`config.mk`:
```
export PLATFORM = sky130hd
export DESIGN_NAME = chad_intc
export DESIGN_NICKNAME = d
export VERILOG_FILES = /design/src/rtl/chad_intc.sv
export SDC_FILE = /design/constraint.sdc
export NUM_CORES = 1
export LEC_CHECK = 0
export ABC_AREA = 1
export BUFFER_PORTS_ARGS = -buffer_cell sky130_fd_sc_hd__buf_2
export CORE_MARGIN = 5
export CORE_UTILIZATION = 51
export CTS_BUF_LIST = sky130_fd_sc_hd__clkbuf_4 sky130_fd_sc_hd__clkbuf_8
export DETAILED_ROUTE_END_ITERATION = 12
export PLACE_DENSITY = 0.78
export SYNTH_ARGS = -nofsm -noshare
export SYNTH_HDL_FRONTEND = slang
export SYNTH_SLANG_ARGS = --single-unit
```
`constraint.sdc`:
```
create_clock -name clk -period 1.5 [get_ports clk]
set_input_delay 0.3 -clock clk [delete_from_list [all_inputs] [get_ports clk]]
set_output_delay 0.3 -clock clk [all_outputs]
set_load 0.005 [all_outputs]
```
`src/rtl/chad_intc.sv`:
```
// ---------------------------------------------------------------------------
// chad_intc -- interrupt controller for the chad core.
//
// Synchronizes up to NSRC (1..15) asynchronous sources, latches rising edges
// or tracks levels per source, masks them with EN/GIE and presents the
// lowest-index pending source as vector 1..NSRC on irq/ivec. Vector 0 (reset)
// is never issued.
//
// Ports:
//   clk, resetq           clock, asynchronous active-low reset
//   hold                  core wait state; iack ignored while high
//   src[NSRC]             raw asynchronous interrupt lines
//   io_sel/io_addr/io_wr  I/O block select, register select, write strobe
//   io_wdata/io_rdata     I/O write data / combinational read data
//   irq, ivec[4]          registered interrupt request and vector
//   iack                  interrupt acknowledge from the core
//
// Register map (bit i = source i):
//   0 PEND (W1C)  1 EN  2 MODE (1=level)  3 POL (1=active-low)
//   4 GIE (bit0)  5 SET (write-only)  6 STATUS {irq, ivec}  7 reserved
// ---------------------------------------------------------------------------

// Per-source lane: synchronizer, polarity normalization, edge detect and
// the PEND bit with its set/clear resolution.
module chad_intc_lane (
    input  logic clk,
    input  logic resetq,
    input  logic i_src,
    input  logic i_pol,
    input  logic i_mode,
    input  logic i_en,        // EN before this cycle's write
    input  logic i_en_next,   // EN after this cycle's write
    input  logic i_set,       // SET write bit
    input  logic i_clr,       // W1C bit or accepted iack on this vector
    output logic o_pend,
    output logic o_pend_next
);
    logic r_s1, r_s2, r_p, r_pend;
    logic w_n, w_rise;

    assign w_n    = r_s2 ^ i_pol;
    assign w_rise = w_n & ~r_p;
    assign o_pend = r_pend;

    // Level mode follows the line every cycle; edge mode lets a set win
    // over a same-cycle clear so no event is ever lost.
    always_comb begin
        if (i_mode)
            o_pend_next = w_n & i_en_next;
        else if ((w_rise & i_en) | i_set)
            o_pend_next = 1'b1;
        else if (i_clr)
            o_pend_next = 1'b0;
        else
            o_pend_next = r_pend;
    end

    always_ff @(posedge clk or negedge resetq) begin
        if (!resetq) begin
            r_s1   <= 1'b0;
            r_s2   <= 1'b0;
            r_p    <= 1'b0;
            r_pend <= 1'b0;
        end else begin
            r_s1   <= i_src;
            r_s2   <= r_s1;
            r_p    <= w_n;
            r_pend <= o_pend_next;
        end
    end
endmodule

module chad_intc #(
    parameter int WIDTH = 18,
    parameter int NSRC  = 8
) (
    input  logic             clk,
    input  logic             resetq,
    input  logic             hold,
    input  logic [NSRC-1:0]  src,
    input  logic             io_sel,
    input  logic [2:0]       io_addr,
    input  logic             io_wr,
    input  logic [WIDTH-1:0] io_wdata,
    output logic [WIDTH-1:0] io_rdata,
    output logic             irq,
    output logic [3:0]       ivec,
    input  logic             iack
);
    localparam logic [2:0] A_PEND   = 3'd0;
    localparam logic [2:0] A_EN     = 3'd1;
    localparam logic [2:0] A_MODE   = 3'd2;
    localparam logic [2:0] A_POL    = 3'd3;
    localparam logic [2:0] A_GIE    = 3'd4;
    localparam logic [2:0] A_SET    = 3'd5;
    localparam logic [2:0] A_STATUS = 3'd6;

    logic [NSRC-1:0] r_en, r_mode, r_pol;
    logic            r_gie, r_irq;
    logic [3:0]      r_ivec;

    logic            w_wr, w_ack, w_gie_next, w_irq_next;
    logic [3:0]      w_ivec_next;
    logic [NSRC-1:0] w_wbits, w_en_next, w_set, w_w1c, w_ackv;
    logic [NSRC-1:0] w_pend, w_pend_next;
    logic            w_unused_wdata;

    assign w_wr       = io_sel & io_wr;
    assign w_wbits    = io_wdata[NSRC-1:0];
    assign w_en_next  = (w_wr && io_addr == A_EN)  ? w_wbits     : r_en;
    assign w_gie_next = (w_wr && io_addr == A_GIE) ? io_wdata[0] : r_gie;
    assign w_set      = (w_wr && io_addr == A_SET)  ? w_wbits : '0;
    assign w_w1c      = (w_wr && io_addr == A_PEND) ? w_wbits : '0;
    assign w_unused_wdata = ^io_wdata[WIDTH-1:NSRC];

    // Only an iack against a live irq counts; it targets the vector the
    // core saw this cycle.
    assign w_ack = iack & ~hold & r_irq;

    for (genvar i = 0; i < NSRC; i++) begin : g_lane
        assign w_ackv[i] = w_ack & (r_ivec == 4'(i + 1));

        chad_intc_lane u_lane (
            .clk         (clk),
            .resetq      (resetq),
            .i_src       (src[i]),
            .i_pol       (r_pol[i]),
            .i_mode      (r_mode[i]),
            .i_en        (r_en[i]),
            .i_en_next   (w_en_next[i]),
            .i_set       (w_set[i]),
            .i_clr       (w_w1c[i] | w_ackv[i]),
            .o_pend      (w_pend[i]),
            .o_pend_next (w_pend_next[i])
        );
    end

    // Priority from the post-update PEND so an acknowledged vector is never
    // presented again; scanning downward leaves the lowest index.
    always_comb begin
        w_ivec_next = 4'd0;
        for (int i = NSRC - 1; i >= 0; i--)
            if (w_pend_next[i]) w_ivec_next = 4'(i + 1);
    end

    assign w_irq_next = w_gie_next & (|w_pend_next);

    always_ff @(posedge clk or negedge resetq) begin
        if (!resetq) begin
            r_en   <= '0;
            r_mode <= '0;
            r_pol  <= '0;
            r_gie  <= 1'b0;
            r_irq  <= 1'b0;
            r_ivec <= 4'd0;
        end else begin
            r_en  <= w_en_next;
            r_gie <= w_gie_next;
            if (w_wr && io_addr == A_MODE) r_mode <= w_wbits;
            if (w_wr && io_addr == A_POL)  r_pol  <= w_wbits;
            r_irq  <= w_irq_next;
            r_ivec <= w_ivec_next;
        end
    end

    assign irq  = r_irq;
    assign ivec = r_ivec;

    always_comb begin
        io_rdata = '0;
        if (io_sel) begin
            case (io_addr)
                A_PEND:   io_rdata = WIDTH'(w_pend);
                A_EN:     io_rdata = WIDTH'(r_en);
                A_MODE:   io_rdata = WIDTH'(r_mode);
                A_POL:    io_rdata = WIDTH'(r_pol);
                A_GIE:    io_rdata = WIDTH'(r_gie);
                A_STATUS: io_rdata = WIDTH'({r_irq, r_ivec});
                default:  io_rdata = '0;
            endcase
        end
    end
endmodule

```
==> impl_metrics.ini, run 1 <==
[worst_setup_path]
path_class = primary input to primary output
end_kind = primary output
cp_max_fo = 4
r2r_end = ivec[3]$_DFF_PN0_
critPathArrivalTime_ns = 1.41
r2r_slack_ns = -0.10
start_kind = primary input
startpoint = io_addr[0]
crit_required_ns = 1.20
crit_end = io_rdata[2]
r2r_cells = 11
r2r_start = ivec[1]$_DFF_PN0_

[detailed_routing]
via_per_inst = 5.37
route.vias.total = 2934
routed_wl_um = 9070
antenna_left = 0
drtIter0Drc = 304
dr.pass1.iters = 7
wl_per_cell_um = 16.6
drc_errors = 0

[power_and_ir_drop]
power.density_mw_per_mm2 = 1440
ir_drop_mv = 0.931
p_leak_nw = 2.16

[clock_network]
numCtsBuffers = 9
cts_buffer_depth = 2
clk_transition_reported_paths_ns = 0.07
clock_latency_ns = 0.35
root_buffer = clkbuf_8
clock_sinks = 62
cts_max_level = 3
cts_tree = yes

[layout]
drive_gt1_share_pct = 39.7
final.fill_count = 391
fin_cells = 546
final-seq-area_sq_mm = 0.00155
fin_nets = 504
num_antenna_cells = 0
multi_input_area_sq_mm = 0.00137
finish.instance_area_sq_mm = 0.00426
area_delta_synth_final_pct = 43.6

[grt]
grt_overflow = 0
grt.total_usage_pct = 24.8
antenna_found_initial = 0
grt_pass1_wl_um = 14000
grt_pass1_vias = 2961
grt_max_degree = 54

[timing]
setup_viol = 13
post-route-period-util_pct = 114
final.setup.worst_slack_ns = -0.213
finalHoldViolations = 0
layout_min_cycle_time_ns = 1.71
maxSlewViolCount = 0
fmaxAchievable_mhz = 584
rsz0062_at_grt = yes
fin_skew_ns = 0.00434

[yosys]
netlist_instances = 357
synth.avg_cell_area_sq_um = 8.31
synthTopCellsByArea = dfrtp_1 (52%), nand2_1 (11%), inv_1 (6.5%)
synth.distinct_cells = 32
ys_seq_area_share_pct = 52.3
yosysWarnings = 0
synth_top_area_cell = dfrtp_1
synth-seq-cells = 62
synth_top_area_share_pct = 52.3
synth_area_sq_mm = 0.00297

[status]
status = finished, violations left
violations = negative setup slack

[placement]
dp.cells = 506
dpl.hpwl_um = 5600
placed_cell_area_sq_mm = 0.00355
gp_congestion = 0.947
io_buffers = 37

[die]
core-area_sq_mm = 0.00557
die_area_sq_mm = 0.00744
io_pins = 58
die_y_um = 86.3
num_rows = 27
initial_utilization_pct = 53.2
die_x_um = 86.3

[worst_hold_path]
min_from = src[5]
min_path_type = primary input to flip-flop
holdPathStages = 1

[job]
drv_cap = 0
-- where the power goes --
| group | internal, mW | switching [mW] |
|---|---|---|
| Combinational | 0.988 | 1.20 |
| Clock | 1.01 | 0.664 |
| Sequential | 2.03 | 0.251 |
| Total | 4.03 | 2.11 |
-- kinds of logic (layout without fill, tap and decap cells) --
logic type | after synthesis | in the layout | share of synthesized area [%]
XOR/XNOR | 7 | 7 | 2.07
other | 1 | 10 | 0.126
AO/OA/AOI/OAI | 54 | 54 | 11.0
buffers and inverters | 69 | 177 | 10.3
AND/OR/NAND/NOR | 164 | 164 | 24.2
flip-flops | 62 | 62 | 52.3
-- worst max-delay path, stage by stage --
cell and delay, ns:
buf_4 0.13, buf_6 0.13, nor2_2 0.18, nand2_2 0.14, o22ai_2 0.19, a221oi_2 0.06, a21oi_2 0.15, buf_2 0.13
-- flip-flops by register name (all words and copies together) (netlist names) --
signal / cells
g_lane.u_lane.o_pend: 8
g_lane.u_lane.r_p: 8
g_lane.u_lane.r_s1: 8
g_lane.u_lane.r_s2: 8
r_en: 8
r_mode: 8
r_pol: 8
ivec: 4
irq: 1
r_gie: 1
-- final cells by class --
| type | count | share of cell area, % |
|---|---|---|
| multi-input cells | 235 | 32.1 |
| clock buffers | 12 | 3.58 |
| flip-flops and latches | 62 | 36.5 |
| repair buffers | 107 | 18.9 |
| well taps | 72 | 2.12 |
| inverters | 54 | 5.11 |
| clock inverters | 4 | 1.65 |
-- how the worst min path moves through the flow --
stage | end | slack, ns
floorplan | g_lane[0].u_lane.o_pend$_DFF_PN0_ | 0.004
global placement | g_lane[1].u_lane.r_s2$_DFF_PN0_ | 0.19
detailed placement | r_en[1]$_DFF_PN0_ | 0.19
CTS | g_lane[7].u_lane.r_s1$_DFF_PN0_ | 0.05
global route | g_lane[5].u_lane.r_s1$_DFF_PN0_ | 0.04
finish | g_lane[5].u_lane.r_s1$_DFF_PN0_ | 0.05
-- synthesized netlist by cell type --
cell / n
nand4_1: 3
a21oi_1: 6
a31oi_1: 2
clkbuf_1: 2
inv_2: 3
a2111oi_0: 1
o21a_1: 2
nor2_2: 3
nor3_2: 3
o21ai_1: 6
nand3_1: 37
dfrtp_1: 62
xor2_1: 6
xnor2_1: 1
nor4_1: 1
a21oi_4: 1
nand2_4: 1
buf_6: 1
inv_1: 51
nor2_1: 26
o22ai_1: 3
nand3b_1: 1
nand2_2: 2
o221ai_1: 1
and2_1: 1
buf_2: 2
o21ai_0: 25
a221oi_1: 5
nand2_1: 86
buf_4: 10
o21ai_2: 2
conb_1: 1
-- routing by layer --
layer / global-route usage (%) / up-vias / wire length [um]
li1: - / 1359 / -
met1: 31.0 / 1422 / 3730
met2: 40.9 / 128 / 4440
met3: 5.51 / 25 / 632
met4: 11.5 / 0 / 266
met5: 0 / - / 0
-- per-stage QoR --
stage               TNS, ns  hold slack, ns  power [mW]  utilization, %  worst slack [ns]
finish                -1.39          0.0547        6.15            76.4            -0.213
global route          -2.37          0.0407        6.48            76.4            -0.305
CTS                   -1.40          0.0466        5.78            73.1            -0.209
detailed placement    -4.28           0.188        3.84            63.7            -0.325
global placement      -3.15           0.188        3.78            63.7            -0.233
floorplan                 0         0.00441        3.18               -           0.00668
-- layout by cell type, fill, tap and decap left out, drive strengths merged --
master / n
a2111oi: 1
a21oi: 7
a221oi: 5
a31oi: 2
and2: 1
buf: 106
bufinv: 2
clkbuf: 12
clkinv: 2
conb: 10
dfrtp: 62
dlygate4sd3: 1
inv: 54
nand2: 89
nand3: 37
nand3b: 1
nand4: 3
nor2: 29
nor3: 3
nor4: 1
o21a: 2
o21ai: 33
o221ai: 1
o22ai: 3
xnor2: 1
xor2: 6
-- what timing repair did --
| action | 4_1_cts | 5_1_grt |
|---|---|---|
| cloned | 0 | 0 |
| buffers inserted | 18 | 8 |
| gates resized for setup | 51 | 41 |
| hold endpoints to repair | 9 | 0 |
| pin swaps | 16 | 28 |
| setup endpoints to repair | 13 | 15 |
| hold buffers | 1 | 0 |
(Power assumes the default switching activity.)
==> run 2, diff against run 1 <==
==> constraint.sdc (replaced) <==
create_clock -name clk -period 1.5 [get_ports clk]
set_input_delay 0.075 -clock clk [delete_from_list [all_inputs] [get_ports clk]]
set_output_delay 0.075 -clock clk [all_outputs]
set_load 0.005 [all_outputs]
==> impl_metrics.ini, run 2 (synthesis results as in run 1) <==
[status]
status = finished, violations left
violations = negative setup slack

[placement]
dpl.hpwl_um = 5360
io_buffers = 37
gp_congestion = 0.910
dp.cells = 491

[die]
die_y_um = 86.3
initial_utilization_pct = 53.2
die_area_sq_mm = 0.00744
io_pins = 58
die_x_um = 86.3
core-area_sq_mm = 0.00557
num_rows = 27

[clock_network]
numCtsBuffers = 9
clk_transition_reported_paths_ns = 0.07
root_buffer = clkbuf_8
cts_buffer_depth = 2
cts_tree = yes
clock_sinks = 62
cts_max_level = 3
clock_latency_ns = 0.35

[worst_setup_path]
r2r_end = ivec[3]$_DFF_PN0_
critPathArrivalTime_ns = 1.88
path_class = flip-flop to flip-flop
end_kind = flip-flop
start_kind = flip-flop
r2r_start = ivec[0]$_DFF_PN0_
crit_required_ns = 1.78
r2r_slack_ns = -0.10
cp_max_fo = 5
startpoint = ivec[0]$_DFF_PN0_
r2r_cells = 12

[detailed_routing]
routed_wl_um = 8980
dr.pass1.iters = 5
antenna_left = 0
route.vias.total = 2953
drtIter0Drc = 338
via_per_inst = 5.53
drc_errors = 0
wl_per_cell_um = 16.8

[layout]
drive_gt1_share_pct = 38.3
multi_input_area_sq_mm = 0.00139
area_delta_synth_final_pct = 39.4
final_cell_mix = nand2_1 (69), dfrtp_1 (60), inv_1 (43)
fin_nets = 492
num_antenna_cells = 0
final.fill_count = 371
final-seq-area_sq_mm = 0.00155
final_common_cell = nand2_1
fin_cells = 534

[worst_hold_path]
holdPathStages = 3
min_path_type = primary input to flip-flop
min_from = io_wdata[5]
hold-path-endpoint = r_en[5]$_DFF_PN0_

[timing]
fmaxAchievable_mhz = 624
setup_viol = 8
post-route-period-util_pct = 107
layout_min_cycle_time_ns = 1.60
finalHoldViolations = 0
hold_slack_ns = 0.0241
final.setup.worst_slack_ns = -0.102
maxSlewViolCount = 0
fin_skew_ns = 0.00962
rsz0062_at_grt = yes

[power_and_ir_drop]
sw_frac_of_total_pct = 37.2
p_seq_share_pct = 37.6
netSwitchingPower_mw = 2.33
clkPwrFrac_pct = 24.5
comb_power_share_pct = 38.0
power.density_mw_per_mm2 = 1510
ir_drop_mv = 1.25
internal_power_mw = 3.93
p_leak_nw = 2.07

[grt]
grt_pass1_vias = 2945
grt_pass1_wl_um = 14000
grt_overflow = 0
grt_max_degree = 63
grt.total_usage_pct = 24.4
antenna_found_initial = 0

[job]
drv_cap = 0
==> run 2: cell count changes in the layout (fill, tap and decap cells not counted), sizes merged <==
cell,previous run,this run
clkinv,2,1
dlygate4sd3,1,10
clkbuf,12,10
inv,54,55
buf,106,85
bufinv,2,1
clkinvlp,0,3
==> run 2: through the flow <==
step | utilization, % | setup WS (ns) | setup TNS [ns] | total power, mW | instance area [sq um]
after floorplan | - | 0.0569 | 0 | 3.18 | 3000
after global placement | 61.3 | -0.00993 | -0.00993 | 3.72 | 3420
after detailed placement | 61.3 | -0.126 | -0.263 | 3.80 | 3420
after CTS | 70.5 | -0.0391 | -0.130 | 5.73 | 3930
after global routing | 74.2 | -0.198 | -1.26 | 6.62 | 4130
final | 74.2 | -0.102 | -0.447 | 6.25 | 4130
==> run 2: power by group through the flow <==
stage               combinational [mW]  sequential [mW]  clock (mW)
floorplan                        0.939             2.24           0
global placement                  1.45             2.27           0
detailed placement                1.51             2.30           0
CTS                               1.89             2.29        1.55
global route                      2.58             2.38        1.65
finish                            2.37             2.35        1.53
==> run 2: worst max-delay path by stage <==
stage,end
floorplan,ivec[3]$_DFF_PN0_
global placement,ivec[3]$_DFF_PN0_
detailed placement,ivec[3]$_DFF_PN0_
CTS,io_rdata[1]
global route,ivec[3]$_DFF_PN0_
finish,ivec[3]$_DFF_PN0_
==> run 2: final cells by class <==
class / count / share of cell area [%]
Clock buffer: 10 / 3.33
Clock inverter: 6 / 1.69
Inverter: 54 / 4.96
Multi-Input combinational cell: 235 / 33.7
Sequential cell: 62 / 37.6
Tap cell: 72 / 2.18
Timing Repair Buffer: 95 / 16.6
==> run 2: timing repair <==
item | CTS | global route
endpoints found under the hold margin | 71 | 0
hold buffers | 10 | 0
pin swaps | 14 | 29
setup endpoints to repair | 8 | 12
resized for setup | 39 | 41
buffers inserted | 10 | 7
==> run 2: critical path, stage by stage, from the launching register on <==
cell,delay (ns)
dfrtp_2,0.48
nand2_2,0.09
inv_2,0.08
nand3_2,0.07
nand3_2,0.06
nand2_1,0.05
nand2_1,0.08
nand2_2,0.11
inv_2,0.08
nand2_2,0.08
nor2_4,0.16
nand3_2,0.09
nor2_2,0.10
==> run 2: metal layers <==
metal	track usage, %	vias up	part of all wire [%]
met2	39.9	164	49
met4	9.92	0	3.5
met5	0	-	0
met1	30.1	1418	38
met3	7.79	39	9.5
li1	-	1332	-
==> run 3, diff against run 2 <==
RECOVER_POWER = 100   (was not set)
==> impl_metrics.ini, run 3 (synthesis results as in run 1) <==
[timing]
post-route-period-util_pct = 107
final.setup.worst_slack_ns = -0.103
fmaxAchievable_mhz = 624
finalHoldViolations = 0
layout_min_cycle_time_ns = 1.60
slew_headroom_pct = 44.3
tightest_slew_ns = 0.836
setup_viol = 9
fin_skew_ns = 0.00950
rsz0062_at_grt = yes
maxSlewViolCount = 0

[detailed_routing]
drtIter0Drc = 326
drc_errors = 0
antenna_left = 0
dr.pass1.iters = 5
route.vias.total = 2946
via_per_inst = 5.52
routed_wl_um = 8960
wl_per_cell_um = 16.8

[grt]
grt_pass1_vias = 2945
grt_overflow = 0
grt.total_usage_pct = 24.4
antenna_found_initial = 0
grt_pass1_wl_um = 14000
grt_max_degree = 63

[worst_hold_path]
holdPathStages = 2
hold-path-endpoint = r_gie$_DFF_PN0_
min_from = io_wdata[0]
min_path_type = primary input to flip-flop

[die]
core-area_sq_mm = 0.00557
num_rows = 27
die_x_um = 86.3
initial_utilization_pct = 53.2
die_area_sq_mm = 0.00744
die_y_um = 86.3
io_pins = 58

[placement]
placed_cell_area_sq_mm = 0.00342
io_buffers = 37
dpl.hpwl_um = 5360
dpl_worst_slack_ns = -0.126
gp_congestion = 0.910

[layout]
multi_input_area_sq_mm = 0.00138
final.fill_count = 387
fin_nets = 492
num_antenna_cells = 0
final-seq-area_sq_mm = 0.00155
drive_gt1_share_pct = 37.0
area_delta_synth_final_pct = 38.0
finish.instance_area_sq_mm = 0.00409
final_common_cell = nand2_1
final_cell_mix = nand2_1 (69), dfrtp_1 (60), inv_1 (43)

[worst_setup_path]
start_kind = flip-flop
end_kind = flip-flop
r2r_cells = 12
r2r_start = ivec[0]$_DFF_PN0_
r2r_end = ivec[3]$_DFF_PN0_
r2r_slack_ns = -0.10
crit_required_ns = 1.78
critPathArrivalTime_ns = 1.89
path_class = flip-flop to flip-flop
cp_max_fo = 5

[status]
status = finished, violations left
violations = negative setup slack

[clock_network]
clock_sinks = 62
cts_buffer_depth = 2
clock_latency_ns = 0.35
numCtsBuffers = 9
root_buffer = clkbuf_8
clk_transition_reported_paths_ns = 0.07
cts_tree = yes
cts_max_level = 3

[power_and_ir_drop]
sw_frac_of_total_pct = 37.3
comb_power_share_pct = 37.8
clkPwrFrac_pct = 24.5
p_seq_share_pct = 37.7
internal_power_mw = 3.90
ir_drop_mv = 1.25
power.density_mw_per_mm2 = 1520
p_leak_nw = 2.04
netSwitchingPower_mw = 2.32

[job]
drv_cap = 0
==> run 3: changes by cell type in the layout (fill, tap and decap cells not counted), sizes merged <==
cell / delta
buf: -7
clkbuf: +7
==> run 3: power groups by stage <==
| stage | combinational (mW) | sequential [mW] | clock (mW) |
|---|---|---|---|
| floorplan | 0.939 | 2.24 | 0 |
| global placement | 1.45 | 2.27 | 0 |
| detailed placement | 1.51 | 2.30 | 0 |
| CTS | 1.89 | 2.29 | 1.55 |
| global route | 2.56 | 2.38 | 1.65 |
| finish | 2.35 | 2.35 | 1.53 |
==> run 3: timing repair <==
action / CTS / global route
hold buffers: 10 / 0
resized for setup: 39 / 41
setup buffers: 10 / 7
pin swaps: 14 / 29
endpoints found under the hold margin: 71 / 0
setup endpoints to repair: 8 / 12
==> run 3: worst max path at each step <==
stage	startpoint	to	slack (ns)	cells past startpoint
finish	ivec[0]$_DFF_PN0_	ivec[3]$_DFF_PN0_	-0.10	12
floorplan	irq$_DFF_PN0_	ivec[3]$_DFF_PN0_	0.06	10
CTS	ivec[1]$_DFF_PN0_	io_rdata[1]	-0.04	6
global placement	io_addr[1]	ivec[3]$_DFF_PN0_	-0.01	13
detailed placement	ivec[3]$_DFF_PN0_	ivec[3]$_DFF_PN0_	-0.13	10
global route	io_addr[1]	io_rdata[4]	-0.21	8
==> run 3: metal layers <==
layer | share of wire [%] | track usage (%)
met5 | 0 | 0
met3 | 8.7 | 7.79
met4 | 4.0 | 9.92
met2 | 49 | 39.9
met1 | 38 | 30.1
==> run 3: worst max-delay path, cell delays in order (launching register included) <==
cell and delay, ns:
dfrtp_2 0.48, nand2_2 0.09, inv_2 0.08, nand3_2 0.07
nand3_2 0.06, nand2_1 0.05, nand2_1 0.08, nand2_2 0.11
inv_2 0.09, nand2_2 0.08, nor2_4 0.16, nand3_2 0.09
nor2_2 0.10
==> run 3: metrics by stage <==
stage	hold slack [ns]	power (mW)	utilization, %	setup TNS [ns]	std cells
after floorplan	-0.221	3.18	-	0	366
after global placement	0.105	3.72	61.3	-0.00993	491
after detailed placement	0.110	3.80	61.3	-0.263	491
after CTS	0.0167	5.73	70.5	-0.130	527
after global routing	0.0312	6.59	73.4	-1.81	534
final	0.0351	6.23	73.4	-0.533	534
==> run 3: area by class of cell <==
cell class                 count  share of cell area, %
clock buffer                  10                   3.36
clock inverter                 6                   1.71
inverter                      54                   5.01
multi-input combinational    235                   33.8
sequential                    62                   38.0
tap                           72                   2.20
timing repair buffer          95                   16.0
